File: config.mk
export PLATFORM = sky130hd
export DESIGN_NAME = post_mem_arbiter
export DESIGN_NICKNAME = d
export VERILOG_FILES = /design/src/rtl/post_mem_arbiter.sv
export SDC_FILE = /design/constraint.sdc
export NUM_CORES = 1
export LEC_CHECK = 0
export CAP_MARGIN = 0
export CORE_MARGIN = 5
export CORE_UTILIZATION = 30
export DETAILED_ROUTE_END_ITERATION = 6
export PLACE_DENSITY = 0.8
export RECOVER_POWER = 100
export SLEW_MARGIN = 20
export SYNTH_ARGS = -nofsm -noshare
export SYNTH_HDL_FRONTEND = slang
export SYNTH_SLANG_ARGS = --single-unit
File: constraint.sdc
create_clock -name CLK -period 1.3 [get_ports CLK]
set_input_delay 0.26 -clock CLK [delete_from_list [all_inputs] [get_ports CLK]]
set_output_delay 0.26 -clock CLK [all_outputs]
set_load 0.05 [all_outputs]
File: src/rtl/post_mem_arbiter.sv
// Arbitrates the Post CPU code/data memories between the CPU and the SPI programmer.
// Define POST_ARB_COLLISION_CNT_EN to add the CNT_W parameter and the coll_cnt output.
module post_mem_arbiter #(
    parameter int RESUME_DLY = 4
`ifdef POST_ARB_COLLISION_CNT_EN
    ,
    parameter int CNT_W      = 8
`endif
) (
    input  logic             CLK,
    input  logic             RST_N,
    input  logic             prog_mode,
    input  logic             prg_stb,
    input  logic [7:0]       prg_cadd,
    input  logic [3:0]       prg_cwdata,
    input  logic             prg_cwe,
    input  logic [7:0]       prg_dadd,
    input  logic             prg_dwdata,
    input  logic             prg_dwe,
    output logic [3:0]       prg_crdata,
    output logic             prg_drdata,
    input  logic             cpu_req,
    input  logic [7:0]       cpu_cadd,
    input  logic [7:0]       cpu_dadd,
    input  logic             cpu_dwdata,
    input  logic             cpu_dwe,
    output logic             cpu_ack,
    output logic             cpu_rvalid,
    output logic [3:0]       cpu_crdata,
    output logic             cpu_drdata,
    output logic             cpu_halt,
    output logic             cpu_restart,
`ifdef POST_ARB_COLLISION_CNT_EN
    output logic [CNT_W-1:0] coll_cnt,
`endif
    output logic             mem_cen,
    output logic             mem_cwe,
    output logic [7:0]       mem_cadd,
    output logic [3:0]       mem_cwdata,
    input  logic [3:0]       mem_crdata,
    output logic             mem_den,
    output logic             mem_dwe,
    output logic [7:0]       mem_dadd,
    output logic             mem_dwdata,
    input  logic             mem_drdata
);

    typedef enum logic [1:0] {
        ST_RUN    = 2'd0,
        ST_HALT   = 2'd1,
        ST_RESUME = 2'd2
    } state_t;

    typedef enum logic [1:0] {
        GR_NONE = 2'd0,
        GR_PRG  = 2'd1,
        GR_CPU  = 2'd2
    } grant_t;

    localparam logic [3:0] RESUME_LOAD = 4'(RESUME_DLY - 1);

    state_t     r_state;
    grant_t     r_last_grant;
    logic [3:0] r_resume_cnt;
    logic       r_cpu_halt;
    logic       r_cpu_restart;
    logic [3:0] r_prg_chold;
    logic       r_prg_dhold;
    logic [3:0] r_cpu_chold;
    logic       r_cpu_dhold;
    logic       w_prg_go;
    logic       w_cpu_go;

    // Grants are gated by RST_N so every output reads 0 while reset is held.
    assign w_prg_go = RST_N & prg_stb;
    assign w_cpu_go = RST_N & (r_state == ST_RUN) & cpu_req & ~prg_stb;

    // Memory port mux driven by this cycle's grant.
    always_comb begin
        mem_cen    = 1'b0;
        mem_cwe    = 1'b0;
        mem_cadd   = 8'h00;
        mem_cwdata = 4'h0;
        mem_den    = 1'b0;
        mem_dwe    = 1'b0;
        mem_dadd   = 8'h00;
        mem_dwdata = 1'b0;
        if (w_prg_go) begin
            mem_cen    = 1'b1;
            mem_cwe    = prg_cwe;
            mem_cadd   = prg_cadd;
            mem_cwdata = prg_cwdata;
            mem_den    = 1'b1;
            mem_dwe    = prg_dwe;
            mem_dadd   = prg_dadd;
            mem_dwdata = prg_dwdata;
        end else if (w_cpu_go) begin
            mem_cen    = 1'b1;
            mem_cwe    = 1'b0;
            mem_cadd   = cpu_cadd;
            mem_cwdata = 4'h0;
            mem_den    = 1'b1;
            mem_dwe    = cpu_dwe;
            mem_dadd   = cpu_dadd;
            mem_dwdata = cpu_dwdata;
        end else begin
            mem_cen    = 1'b0;
            mem_den    = 1'b0;
        end
    end

    // Halt/resume handshake; an access acked in the last RUN cycle still completes.
    always_ff @(posedge CLK or negedge RST_N) begin
        if (!RST_N) begin
            r_state       <= ST_RUN;
            r_resume_cnt  <= 4'd0;
            r_cpu_halt    <= 1'b0;
            r_cpu_restart <= 1'b0;
        end else begin
            r_cpu_restart <= 1'b0;
            case (r_state)
                ST_RUN: begin
                    if (prog_mode) begin
                        r_state    <= ST_HALT;
                        r_cpu_halt <= 1'b1;
                    end else begin
                        r_cpu_halt <= 1'b0;
                    end
                end
                ST_HALT: begin
                    r_cpu_halt <= 1'b1;
                    if (!prog_mode) begin
                        r_state      <= ST_RESUME;
                        r_resume_cnt <= RESUME_LOAD;
                    end
                end
                ST_RESUME: begin
                    if (prog_mode) begin
                        r_state <= ST_HALT;
                    end else if (r_resume_cnt == 4'd0) begin
                        r_state       <= ST_RUN;
                        r_cpu_halt    <= 1'b0;
                        r_cpu_restart <= 1'b1;
                    end else begin
                        r_resume_cnt <= r_resume_cnt - 4'd1;
                    end
                end
                default: begin
                    r_state    <= ST_RUN;
                    r_cpu_halt <= 1'b0;
                end
            endcase
        end
    end

    // Remember who owned the memories so next cycle's read data goes to them.
    always_ff @(posedge CLK or negedge RST_N) begin
        if (!RST_N) begin
            r_last_grant <= GR_NONE;
        end else if (w_prg_go) begin
            r_last_grant <= GR_PRG;
        end else if (w_cpu_go) begin
            r_last_grant <= GR_CPU;
        end else begin
            r_last_grant <= GR_NONE;
        end
    end

    // Hold the returned words until the same requester accesses again.
    always_ff @(posedge CLK or negedge RST_N) begin
        if (!RST_N) begin
            r_prg_chold <= 4'h0;
            r_prg_dhold <= 1'b0;
            r_cpu_chold <= 4'h0;
            r_cpu_dhold <= 1'b0;
        end else begin
            case (r_last_grant)
                GR_PRG: begin
                    r_prg_chold <= mem_crdata;
                    r_prg_dhold <= mem_drdata;
                end
                GR_CPU: begin
                    r_cpu_chold <= mem_crdata;
                    r_cpu_dhold <= mem_drdata;
                end
                default: begin
                end
            endcase
        end
    end

    assign prg_crdata  = (r_last_grant == GR_PRG) ? mem_crdata : r_prg_chold;
    assign prg_drdata  = (r_last_grant == GR_PRG) ? mem_drdata : r_prg_dhold;
    assign cpu_crdata  = (r_last_grant == GR_CPU) ? mem_crdata : r_cpu_chold;
    assign cpu_drdata  = (r_last_grant == GR_CPU) ? mem_drdata : r_cpu_dhold;
    assign cpu_rvalid  = (r_last_grant == GR_CPU);
    assign cpu_ack     = w_cpu_go;
    assign cpu_halt    = r_cpu_halt;
    assign cpu_restart = r_cpu_restart;

`ifdef POST_ARB_COLLISION_CNT_EN
    logic [CNT_W-1:0] r_coll_cnt;

    // Saturating count of RUN cycles where the CPU lost to the programmer.
    always_ff @(posedge CLK or negedge RST_N) begin
        if (!RST_N) begin
            r_coll_cnt <= {CNT_W{1'b0}};
        end else if (prg_stb && cpu_req && (r_state == ST_RUN) && !(&r_coll_cnt)) begin
            r_coll_cnt <= r_coll_cnt + CNT_W'(1);
        end else begin
            r_coll_cnt <= r_coll_cnt;
        end
    end

    assign coll_cnt = r_coll_cnt;
`endif

endmodule

==> impl_metrics.env, run 1 <==
export IMPL_h_tree_depth=1
export IMPL_end_kind="primary output"
export IMPL_holdBufCountCts=0
export IMPL_layout_cells_non_filler=276
export IMPL_ctsRootBufferMaster="clkbuf_8"
export IMPL_dp_cells=265
export IMPL_grt_pass1_vias=1589
export IMPL_maxSlewViolCount=0
export IMPL_wl_mm=5.919
export IMPL_start_kind="flop"
export IMPL_area_growth_pct=173.5
export IMPL_coreArea_mm2=0.003661
export IMPL_fmax_ghz=0.5500
export IMPL_antenna_found_initial=0
export IMPL_drt_initial_drc_count=53
export IMPL_vias_per_cell=5.036
export IMPL_async_reset_ff_share_pct=100.0
export IMPL_die_y_um=71.54
export IMPL_cts_tree="done"
export IMPL_ys_seq_area_share_pct=44.05
export IMPL_wire_per_inst_um=21.45
export IMPL_crit_fanout=10
export IMPL_globalplace_congestion=0.8002
export IMPL_drc_errors=0
export IMPL_dieArea_mm2=0.005118
export IMPL_synth_edff_count=0
export IMPL_ys_ff_latch=20
export IMPL_synth_top_cells_by_area="dfrtp_1 (44%), a22o_1 (14%), nand2_1 (5.3%)"
export IMPL_multiInputGateArea_um2=900.9
export IMPL_synthSimpleGateAreaFrac_pct=19.60
export IMPL_die_w_um=71.54
export IMPL_register_area_um2=500.5
export IMPL_period_needed_ns=1.818
export IMPL_place_hpwl_mm=4.444
export IMPL_r2r_start="r_resume_cnt[0]$_DFFE_PN0P_"
export IMPL_io_pins=90
export IMPL_worst_slack_ns=-0.5180
export IMPL_cts_sinks=20
export IMPL_first_pass_iters=4
export IMPL_overflow=0
export IMPL_hold_class="in -> async"
export IMPL_synth_top_area_cell="dfrtp_1"
export IMPL_min_period_over_period_pct=139.8
export IMPL_yosys_area_share_adder_pct=1.101
export IMPL_synth_area_per_cell_um2=10.14
export IMPL_final_fill_count=173
export IMPL_synth_compound_area_share_pct=22.91
export IMPL_dr_total_vias=1390
export IMPL_io_buffer_count=89
export IMPL_status="complete, but fails checks"
export IMPL_synth_cell_types=36
export IMPL_rows=22
export IMPL_drive_above_1_share_pct=56.58
export IMPL_slew_headroom_pct=80.23
export IMPL_antenna_cells=0
export IMPL_crit_start="r_state[0]$_DFFE_PN0P_"
export IMPL_syn_instance_count=112
export IMPL_final_util_pct=84.86
export IMPL_maxCapViolCount=0
export IMPL_yosysTopAreaCellShare_pct=44.05
export IMPL_numCtsBuffers=3
export IMPL_synth_top_family_by_area="compound AO/OA/AOI/OAI gates"
export IMPL_power_density_mw_per_mm2=1134
export IMPL_cts_reportedPaths_clkPinSlew_ns=0.08
export IMPL_ant_nets=0
export IMPL_synth_warnings=0
export IMPL_synthFlopType="dfrtp_1"
export IMPL_muxShareOfSynthArea_pct=5.837
export IMPL_start_util_pct=31.03
export IMPL_track_usage_pct=22.02
export IMPL_finClkSkew_ns=0.004563
export IMPL_clock_latency_ns=0.26
export IMPL_syn_nets=164
export IMPL_finalHoldWorstSlack_ns=0.1761
export IMPL_grt_pass1_wl_mm=8.583
export IMPL_violations="setup timing"
export IMPL_worst_ep_required_time_ns=1.04
export IMPL_hold_viol=0
export IMPL_rsz0062_at_grt="true"
export IMPL_yosysMostFrequentCell="dfrtp_1"
export IMPL_p_leak_nw=1.396
export IMPL_arrival_ns=1.56
export IMPL_nNetsFinal=281
export IMPL_cts_path_max_buffers=2
export IMPL_synth_xor_area_share_pct=0
export IMPL_grt_max_degree=27
export IMPL_critPathKind="reg -> out"
export IMPL_finalSetupViolCount=40
export IMPL_syn_area_mm2=0.001136
export IMPL_peakVddDrop_uv=1036
export IMPL_tightest_slew_ns=0.2966
export IMPL_synthTopCellsByCount="dfrtp_1 (20), a22o_1 (18), nand2_1 (16)"
placed cells by master (no fill, tap or decap), types with 2 or more instances in the layout:
cell type	n
a21oi_1	3
a22o_4	18
a32oi_2	2
and3_1	5
buf_12	40
buf_4	26
buf_6	3
clkbuf_8	3
clkdlybuf4s50_1	47
dfrtp_1	20
dlygate4sd2_1	3
inv_2	3
mux2_4	5
nand2_1	6
nand2_2	5
nand2_4	5
nor2b_4	2
nor4_4	2
cells by family after synthesis:
group                      after synthesis
AOI/OAI and AO/OA                       33
muxes                                    6
adders and majority gates                1
and+or+nand+nor                         39
DFF                                     20
buffers and inverters                   13
layer usage:
layer	vias to the layer above	track usage [%]	routed length (µm)
met2	51	45.00	3605
met5	-	0	0
met1	681	21.84	1888
met3	14	4.628	226
met4	0	5.846	199
li1	644	-	-
worst paths after layout:
check	endpoint	slack (ns)	cells past startpoint
worst max register to register	r_resume_cnt[1]$_DFFE_PN0P_	-0.13	5
worst min register to register	r_prg_chold[0]$_DFF_PN0_	0.53	1
worst min-delay path	r_last_grant[0]$_DFF_PN0_	0.18	2
min in group CLK	r_last_grant[1]$_DFF_PN0_	0.46	2
worst max-delay path	mem_cen	-0.52	5
max in group asynchronous	cpu_restart$_DFF_PN0_	0.89	2
metrics by stage:
stage / area (µm²) / power, mW / worst slack [ns] / TNS [ns]
2_1_floorplan: 1330 / 1.703 / -0.2952 / -5.183
3_3_place_gp: 2798 / 2.597 / -0.5167 / -13.81
3_5_place_dp: 2798 / 2.670 / -0.5610 / -15.49
4_1_cts: 2987 / 3.405 / -0.5387 / -16.24
5_1_grt: 3107 / 3.667 / -0.5739 / -18.33
6_report: 3107 / 3.524 / -0.5180 / -16.05
layout make-up:
cell class                 instances  area share [%]
tap                               48           1.933
multi-input combinational         79           29.00
timing repair buffer             120           49.94
clock buffer                       3           1.329
inverter                           5          0.7249
clock inverter                     1          0.9666
sequential                        20           16.11
state kept, by name, summed over array words and instances (netlist names):
signal,flops
r_prg_dhold,1
r_state,2
cpu_halt,1
r_resume_cnt,4
r_cpu_chold,4
r_last_grant,2
r_prg_chold,4
cpu_restart,1
r_cpu_dhold,1
critical path: stages, from the launching register on:
cell	delay [ns]
dfrtp_1	0.41
nor2_4	0.12
and4b_2	0.29
clkbuf_16	0.19
or2_4	0.15
buf_12	0.14
report_power, final:
group	switching, mW	internal, mW	total, mW
clock network	0.215	0.411	0.626
registers	0.104	0.751	0.855
logic	0.992	1.05	2.04
total	1.31	2.21	3.52
repair_timing:
item	4_1_cts	5_1_grt
pin swaps	5	3
setup buffers	4	5
cloned	1	0
setup endpoints to repair	44	43
endpoints found under the hold margin	0	0
gates resized for setup	19	17
Note: power is estimated with default switching activity, not from simulation.
==> run 2: changes to the inputs <==
- CORE_MARGIN: 5 -> 4
- PLACE_DENSITY: 0.8 -> 0.77
==> run 2 against run 1 <==
Compared with the run above:
- the run still ends with setup timing left
- clock-buffer cell count unchanged
- combinational power increased by 2%
- flip-flop and latch count unchanged
- worst setup slack got worse by 0.041 ns
- register-to-register slack got worse by 0.09 ns
- critical path depth unchanged
- core utilization decreased by 0.82 points
- critical endpoint is now mem_dwe
- largest cell class unchanged
- largest power group unchanged
==> impl_metrics.env, run 2 (synthesis results as in run 1) <==
export IMPL_critPathTopFamily="flip-flops"
export IMPL_holdBufCountCts=0
export IMPL_period_needed_ns=1.859
export IMPL_final_util_pct=84.04
export IMPL_nNetsFinal=279
export IMPL_clock_latency_ns=0.26
export IMPL_hold_viol=0
export IMPL_finalSetupViolCount=43
export IMPL_vias_per_cell=5.321
export IMPL_finalHoldWorstSlack_ns=0.2888
export IMPL_globalplace_congestion=0.9429
export IMPL_drc_errors=0
export IMPL_grt_pass1_vias=1698
export IMPL_slew_headroom_pct=50.68
export IMPL_worstPathCellList="nor2_4, and4b_2, clkbuf_16, a22o_4, buf_12"
export IMPL_finClkSkew_ns=0.004550
export IMPL_drive_above_1_share_pct=56.64
export IMPL_worstPathBufferInverterCount=2
export IMPL_h_tree_depth=1
export IMPL_violations="setup timing"
export IMPL_critPathKind="reg -> out"
export IMPL_dieArea_mm2=0.004836
export IMPL_power_density_mw_per_mm2=1164
export IMPL_die_w_um=69.54
export IMPL_rows=22
export IMPL_cts_reportedPaths_clkPinSlew_ns=0.08
export IMPL_start_kind="flop"
export IMPL_die_y_um=69.54
export IMPL_antenna_found_initial=0
export IMPL_io_buffer_count=89
export IMPL_status="complete, but fails checks"
export IMPL_end_kind="primary output"
export IMPL_dr_total_vias=1458
export IMPL_numCtsBuffers=3
export IMPL_hold_class="in -> async"
export IMPL_fmax_ghz=0.5380
export IMPL_register_area_um2=500.5
export IMPL_io_pins=90
export IMPL_ant_nets=0
export IMPL_mostFrequentLayoutCells="clkdlybuf4s50_1 (41), buf_12 (39), dfrtp_1 (20)"
export IMPL_peakVddDrop_uv=719.7
export IMPL_grt_pass1_wl_mm=9.853
export IMPL_track_usage_pct=26.20
export IMPL_maxCapViolCount=0
export IMPL_reg_top3="r_cpu_chold (4), r_prg_chold (4), r_resume_cnt (4)"
export IMPL_multiInputGateArea_um2=879.6
export IMPL_slowest_stage="dfrtp_1"
export IMPL_final_fill_count=177
export IMPL_place_hpwl_mm=3.959
export IMPL_drt_initial_drc_count=95
export IMPL_worst_slack_ns=-0.5587
export IMPL_crit_fanout=10
export IMPL_first_pass_iters=4
export IMPL_cts_tree="done"
export IMPL_worst_ep_required_time_ns=1.04
export IMPL_rsz0062_at_grt="true"
export IMPL_final_common_cell="clkdlybuf4s50_1"
export IMPL_wl_mm=6.385
export IMPL_area_growth_pct=170.8
export IMPL_arrival_ns=1.60
export IMPL_p_leak_nw=1.365
export IMPL_wire_per_inst_um=23.30
export IMPL_tightest_slew_ns=0.7398
export IMPL_post_place_ws_ns=-0.5835
export IMPL_min_period_over_period_pct=143.0
export IMPL_ctsRootBufferMaster="clkbuf_8"
export IMPL_cts_path_max_buffers=2
export IMPL_cts_sinks=20
export IMPL_grt_max_degree=14
export IMPL_overflow=0
export IMPL_start_util_pct=31.03
export IMPL_antenna_cells=0
export IMPL_maxSlewViolCount=0
export IMPL_slowest_delay_ns=0.42
export IMPL_coreArea_mm2=0.003661
==> run 2: cell types whose count changed in the layout (fill, tap and decap cells not counted), moves of 3 or more <==
cell,before,now
a22o_4,18,13
buf_4,26,15
dlymetal6s2s_1,0,3
buf_6,3,9
clkdlybuf4s50_1,47,41
a22o_2,0,5
and3_1,5,0
and3_4,0,5
mux2_4,5,1
==> run 2: metrics by stage <==
| stage | cell area [µm²] | std cells | power (mW) | TNS (ns) |
|---|---|---|---|---|
| final | 3077 | 274 | 3.582 | -18.92 |
| after global routing | 3077 | 274 | 3.704 | -20.78 |
| after CTS | 3085 | 273 | 3.474 | -15.72 |
| after detailed placement | 2810 | 265 | 2.696 | -16.10 |
| after global placement | 2810 | 265 | 2.626 | -14.34 |
| after floorplan | 1330 | 112 | 1.703 | -5.183 |
==> run 2: path summary, 6_finish.rpt <==
kind | start | endpoint | slack, ns | cells past startpoint
worst max-delay path | r_state[1]$_DFFE_PN0P_ | mem_dwe | -0.56 | 5
worst min register to register | r_prg_chold[3]$_DFF_PN0_ | r_prg_chold[3]$_DFF_PN0_ | 0.55 | 1
max in group asynchronous | RST_N | r_state[0]$_DFFE_PN0P_ | 0.54 | 2
worst min-delay path | RST_N | r_resume_cnt[1]$_DFFE_PN0P_ | 0.29 | 2
min in group CLK | cpu_req | r_last_grant[1]$_DFF_PN0_ | 0.40 | 2
worst max register to register | r_resume_cnt[0]$_DFFE_PN0P_ | r_resume_cnt[1]$_DFFE_PN0P_ | -0.22 | 5
==> run 2: final cells by class <==
cell class / count / area share [%]
Inverter: 5 / 0.7320
Multi-Input combinational cell: 79 / 28.59
Clock inverter: 1 / 0.9760
Tap cell: 48 / 1.952
Timing Repair Buffer: 118 / 50.14
Sequential cell: 20 / 16.27
Clock buffer: 3 / 1.342
==> run 2: routing by layer <==
| metal | vias up | share of wire (%) | global-route usage [%] |
|---|---|---|---|
| met4 | 0 | 2.1 | 7.809 |
| met5 | - | 0 | 0 |
| li1 | 639 | - | - |
| met3 | 10 | 8.6 | 6.812 |
| met1 | 720 | 37 | 29.30 |
| met2 | 89 | 52 | 48.20 |
==> run 2: what timing repair did <==
item                                    CTS  global route
pin swaps                                10             5
cloned                                    2             0
gates resized for setup                  34            21
buffers inserted                          3             4
endpoints found under the setup margin   43            49
==> run 2: where the power goes <==
group,total (mW),internal (mW),switching [mW]
registers,0.874,0.750,0.124
logic,2.09,1.06,1.02
clock network,0.620,0.411,0.209
total,3.58,2.22,1.36
